**src/rtl/servile_wb_decoder.sv**
```systemverilog
// servile_wb_decoder
//   N-slave Wishbone address decoder/router. A CPU request is decoded against
//   per-slave base/mask pairs, the winning slave index is latched for the whole
//   cycle, and that slave's strobe/ack/read data are routed to the CPU.
//   Unmapped addresses complete through an ERR state with UNMAPPED_RDT and a
//   one-cycle o_err pulse.
//   Optional watchdog: define SERVILE_WB_DECODER_TIMEOUT_EN to terminate an
//   ACTIVE cycle after 2**TIMEOUT_W-1 cycles without a slave ack.
// Ports
//   i_clk, i_rst_n              clock / async active-low reset
//   i_wb_cpu_*                  CPU request (adr, dat, sel, we, stb)
//   o_wb_cpu_rdt, o_wb_cpu_ack  CPU response
//   o_wb_s_*                    slave-side request, packed NS slices
//   i_wb_s_rdt, i_wb_s_ack      slave responses, packed NS slices
//   o_err                       one-cycle pulse on unmapped access / timeout
module servile_wb_decoder #(
  parameter int              NS           = 2,
  parameter logic [NS*32-1:0] S_BASE      = {NS{32'h0}},
  parameter logic [NS*32-1:0] S_MASK      = {NS{32'h0}},
  parameter logic [31:0]     UNMAPPED_RDT = 32'hDEADBEEF,
  parameter int              TIMEOUT_W    = 8
) (
  input  logic             i_clk,
  input  logic             i_rst_n,
  input  logic [31:0]      i_wb_cpu_adr,
  input  logic [31:0]      i_wb_cpu_dat,
  input  logic [3:0]       i_wb_cpu_sel,
  input  logic             i_wb_cpu_we,
  input  logic             i_wb_cpu_stb,
  output logic [31:0]      o_wb_cpu_rdt,
  output logic             o_wb_cpu_ack,
  output logic [NS*32-1:0] o_wb_s_adr,
  output logic [NS*32-1:0] o_wb_s_dat,
  output logic [NS*4-1:0]  o_wb_s_sel,
  output logic [NS-1:0]    o_wb_s_we,
  output logic [NS-1:0]    o_wb_s_stb,
  input  logic [NS*32-1:0] i_wb_s_rdt,
  input  logic [NS-1:0]    i_wb_s_ack,
  output logic             o_err
);

  localparam int SW = (NS > 1) ? $clog2(NS) : 1;

  typedef enum logic [1:0] {IDLE, ACTIVE, ERR} state_e;

  state_e        state_q;
  logic [SW-1:0] sel_q;
  logic          hit_any;
  logic [SW-1:0] hit_idx;
  logic          act, tmo, s_ack, s_done, tmo_fire, err_ev;
  logic [31:0]   s_rdt;

  // Request fields are broadcast unchanged; only stb is routed.
  assign o_wb_s_adr = {NS{i_wb_cpu_adr}};
  assign o_wb_s_dat = {NS{i_wb_cpu_dat}};
  assign o_wb_s_sel = {NS{i_wb_cpu_sel}};
  assign o_wb_s_we  = {NS{i_wb_cpu_we}};

  // Descending scan so the lowest matching index is the one left standing.
  always_comb begin
    hit_any = 1'b0;
    hit_idx = '0;
    for (int k = NS - 1; k >= 0; k--) begin
      if ((i_wb_cpu_adr & S_MASK[k*32 +: 32]) == S_BASE[k*32 +: 32]) begin
        hit_any = 1'b1;
        hit_idx = SW'(k);
      end
    end
  end

`ifdef SERVILE_WB_DECODER_TIMEOUT_EN
  logic [TIMEOUT_W-1:0] wdog_q;
  assign tmo = (wdog_q == '1);
`else
  logic unused_tw;
  assign unused_tw = ^TIMEOUT_W;
  assign tmo       = 1'b0;
`endif

  assign act      = (state_q == ACTIVE);
  assign s_ack    = i_wb_s_ack[sel_q];
  assign s_rdt    = i_wb_s_rdt[32*sel_q +: 32];
  assign s_done   = act & i_wb_cpu_stb & s_ack;
  // A slave ack in the expiry cycle wins over the timeout.
  assign tmo_fire = act & i_wb_cpu_stb & tmo & ~s_ack;
  assign err_ev   = (state_q == ERR) | tmo_fire;

  // Stb is gated on the watchdog alone (not on ack) so a slave whose ack is
  // combinational on its stb cannot form a loop through this block.
  for (genvar k = 0; k < NS; k++) begin : g_stb
    assign o_wb_s_stb[k] = act & i_wb_cpu_stb & ~tmo & (sel_q == SW'(k));
  end

  assign o_wb_cpu_ack = s_done | err_ev;
  assign o_err        = err_ev;
  assign o_wb_cpu_rdt = err_ev ? UNMAPPED_RDT : (act ? s_rdt : 32'h0);

  always_ff @(posedge i_clk or negedge i_rst_n) begin
    if (!i_rst_n) begin
      state_q <= IDLE;
      sel_q   <= '0;
`ifdef SERVILE_WB_DECODER_TIMEOUT_EN
      wdog_q  <= '0;
`endif
    end else begin
      case (state_q)
        IDLE: begin
          if (i_wb_cpu_stb) begin
            if (hit_any) begin
              state_q <= ACTIVE;
              sel_q   <= hit_idx;
`ifdef SERVILE_WB_DECODER_TIMEOUT_EN
              wdog_q  <= '0;
`endif
            end else begin
              state_q <= ERR;
            end
          end
        end
        ACTIVE: begin
          // Abort, normal completion and timeout all return to IDLE.
          if (!i_wb_cpu_stb || s_ack || tmo) begin
            state_q <= IDLE;
          end
`ifdef SERVILE_WB_DECODER_TIMEOUT_EN
          else begin
            wdog_q <= wdog_q + 1'b1;
          end
`endif
        end
        ERR:     state_q <= IDLE;
        default: state_q <= IDLE;
      endcase
    end
  end

endmodule

```
**config.mk**
```make
export PLATFORM = sky130hd
export DESIGN_NAME = servile_wb_decoder
export DESIGN_NICKNAME = d
export VERILOG_FILES = /design/src/rtl/servile_wb_decoder.sv
export SDC_FILE = /design/constraint.sdc
export NUM_CORES = 1
export LEC_CHECK = 0
export CAP_MARGIN = 20
export CORE_AREA = 4 4 118 120
export CTS_CLUSTER_DIAMETER = 40
export CTS_CLUSTER_SIZE = 24
export DETAILED_ROUTE_END_ITERATION = 6
export DIE_AREA = 0 0 122 124
export PLACE_DENSITY = 0.5
export SLEW_MARGIN = 20
export SYNTH_ARGS = -nofsm -noshare
export SYNTH_HDL_FRONTEND = slang
export SYNTH_SLANG_ARGS = --single-unit
```
**constraint.sdc**
```tcl
create_clock -name i_clk -period 1 [get_ports i_clk]
set_input_delay 0.1 -clock i_clk [delete_from_list [all_inputs] [get_ports i_clk]]
set_output_delay 0.1 -clock i_clk [all_outputs]
set_load 0.03 [all_outputs]
```
==> flow_metrics.env <==
export IMPL_reg2reg_from="state_q[0]"
export IMPL_netlist_area_um2=1333
export IMPL_yosysTopAreaCell="buf_4"
export IMPL_p_per_area_nw_per_um2=504.7
export IMPL_ant_nets=0
export IMPL_crit_required_ns=0.90
export IMPL_io_buffers=69
export IMPL_seq_area_frac_synth_pct=1.878
export IMPL_synth_cell_types=8
export IMPL_critPathKind="register to output port"
export IMPL_fp_row_count=42
export IMPL_r2r_end="state_q[0]"
export IMPL_die_area_um2=15130
export IMPL_drv_slew=0
export IMPL_wl_mm=3.543
export IMPL_yosys_top_cells_area="buf_4, and2_1, and2_2, dfrtp_1, clkbuf_2"
export IMPL_async_flop_share_pct=100.0
export IMPL_largest_register="state_q"
export IMPL_post_route_drc_count=0
export IMPL_whs_endpoint="o_wb_s_dat[40]"
export IMPL_rsz0062_at_grt="yes"
export IMPL_drtIter0Drc=4
export IMPL_dr_pass1_iters=2
export IMPL_grt_pass1_vias=771
export IMPL_cts_setup_buffers=0
export IMPL_gr_total_overflow=0
export IMPL_grt_max_degree=21
export IMPL_max_cap_violations=0
export IMPL_setup_viol_count_final=0
export IMPL_dieWidth_um=122
export IMPL_hold_viol_final=0
export IMPL_holdPathStages=0
export IMPL_yosysMostFrequentCell="buf_4"
export IMPL_total_power_uw=606.8
export IMPL_start_kind="register"
export IMPL_crit_path_end_kind="output port"
export IMPL_status="finished, final reports clean"
export IMPL_min_period_over_period_pct=99.16
export IMPL_initial_core_util_pct=10.27
export IMPL_dp_cells=285
export IMPL_drive_gt1_share_pct=45.87
export IMPL_reg2reg_setup_slack_ns=0.10
export IMPL_fin_cells=285
export IMPL_yosys_top_cells_count="buf_4, and2_1, and2_2"
export IMPL_synthCells=180
export IMPL_leakage_nw=0.4756
export IMPL_fmax_mhz=1008
export IMPL_critPathMaxFanout=15
export IMPL_dp_hpwl_mm=3.153
export IMPL_syn2layout_area_growth_pct=-9.765
export IMPL_largest_reg_flops=1
export IMPL_largest_registers="state_q: 1 flops"
export IMPL_crit_arrival_ns=0.89
export IMPL_fp_dieH_um=124
export IMPL_nets=249
export IMPL_synth_edf_count=0
export IMPL_avgSynthCellArea_um2=7.403
export IMPL_reg2regPathDepth=2
export IMPL_clk_pin_slew_ns=0
export IMPL_antenna_found_initial=1
export IMPL_ir_drop_mv=0.09063
export IMPL_clkLatencyLatePin_ns=0
export IMPL_timing_final_crit_period_ns=0.9916
export IMPL_hold_start="i_wb_cpu_dat[8]"
export IMPL_synth_top_area_share_pct=78.87
export IMPL_vias=667
export IMPL_synth_main_ff_cell="dfrtp_1"
export IMPL_antennaDiodeCount=0
export IMPL_grt_util_all_layers_pct=3.990
export IMPL_wl_per_cell_um=12.43
export IMPL_postCtsHoldBufs=0
export IMPL_synth_seq_cells=1
export IMPL_vias_per_cell=2.340
export IMPL_grt_pass1_wl_mm=4.422
export IMPL_core_area_um2=12980
export IMPL_ys_warn_count=0
export IMPL_clock_skew_ns=0
export IMPL_holdCritPathClass="primary input to output port"
export IMPL_ios=312
export IMPL_gp_congestion=0.5753
==> power by group <==
group | switching, mW | internal [mW]
registers | 0.00254 | 0.0440
clock network | 0 | 0
logic | 0.265 | 0.295
==> per-stage QoR <==
stage | hold slack, ns | util (%) | TNS [ns] | cell area, um2 | worst slack, ns
CTS | 0.2003 | 9.235 | -0.04236 | 1199 | -0.01620
global placement | 0.2003 | 9.138 | -0.1615 | 1186 | -0.06099
global route | 0.2000 | 9.264 | -0.3712 | 1202 | -0.04476
floorplan | -0.1956 | - | 0 | 1336 | 0.05008
detailed placement | 0.2003 | 9.138 | -0.3251 | 1186 | -0.07119
finish | 0.2000 | 9.264 | 0 | 1202 | 0.008376
==> layout by cell type (no fill, tap or decap) <==
cell | Yosys | layout
dlygate4sd2_1 | 0 | 2
buf_6 | 0 | 4
buf_12 | 0 | 6
clkdlybuf4s50_1 | 0 | 33
and3_4 | 0 | 1
dfrtp_1 | 1 | 1
a21boi_0 | 1 | 1
conb_1 | 1 | 2
and2_1 | 20 | 20
buf_4 | 140 | 26
and2_2 | 13 | 13
==> logic make-up after synthesis <==
group / share of synthesized area (%)
other: 0.2814
AOI/OAI and AO/OA: 0.5636
DFF: 1.878
buffers and inverters: 80.00
and+or+nand+nor: 17.28
==> timing repair <==
action | in CTS | in global routing
pin swaps | 1 | 0
gates resized for setup | 6 | 1
setup endpoints to repair | 14 | 32
==> layout make-up <==
type | instances | area (um2)
flip-flops and latches | 1 | 25.02
repair buffers | 71 | 708.2
multi-input cells | 37 | 249.0
well taps | 176 | 220.2
fillers | 1530 | 11780
==> layer usage <==
layer / vias up / GRT usage, % / share of wire, %
met4: 2 / 5.532 / 15
met1: 244 / 1.830 / 15
met5: - / 0 / 0.56
li1: 254 / - / -
met2: 106 / 8.356 / 50
met3: 61 / 1.362 / 19
==> critical path, cell delays in order (launching register included) <==
cell	delay, ns
dfrtp_1	0.38
buf_6	0.16
and2_2	0.18
buf_4	0.16
==> how the worst max path moves through the flow <==
stage / startpoint / end / slack [ns] / cells after the start
after floorplan: state_q[0] / o_wb_cpu_rdt[0] / 0.05 / 2
after global placement: i_wb_cpu_stb / o_wb_cpu_ack / -0.06 / 3
after detailed placement: i_wb_cpu_stb / o_wb_cpu_ack / -0.07 / 3
after CTS: state_q[0] / o_wb_cpu_rdt[2] / -0.02 / 3
after global routing: state_q[0] / o_wb_cpu_ack / -0.04 / 3
final: state_q[0] / o_wb_cpu_rdt[21] / 0.008 / 3
No activity file was read; power rests on OpenSTA's default activity.
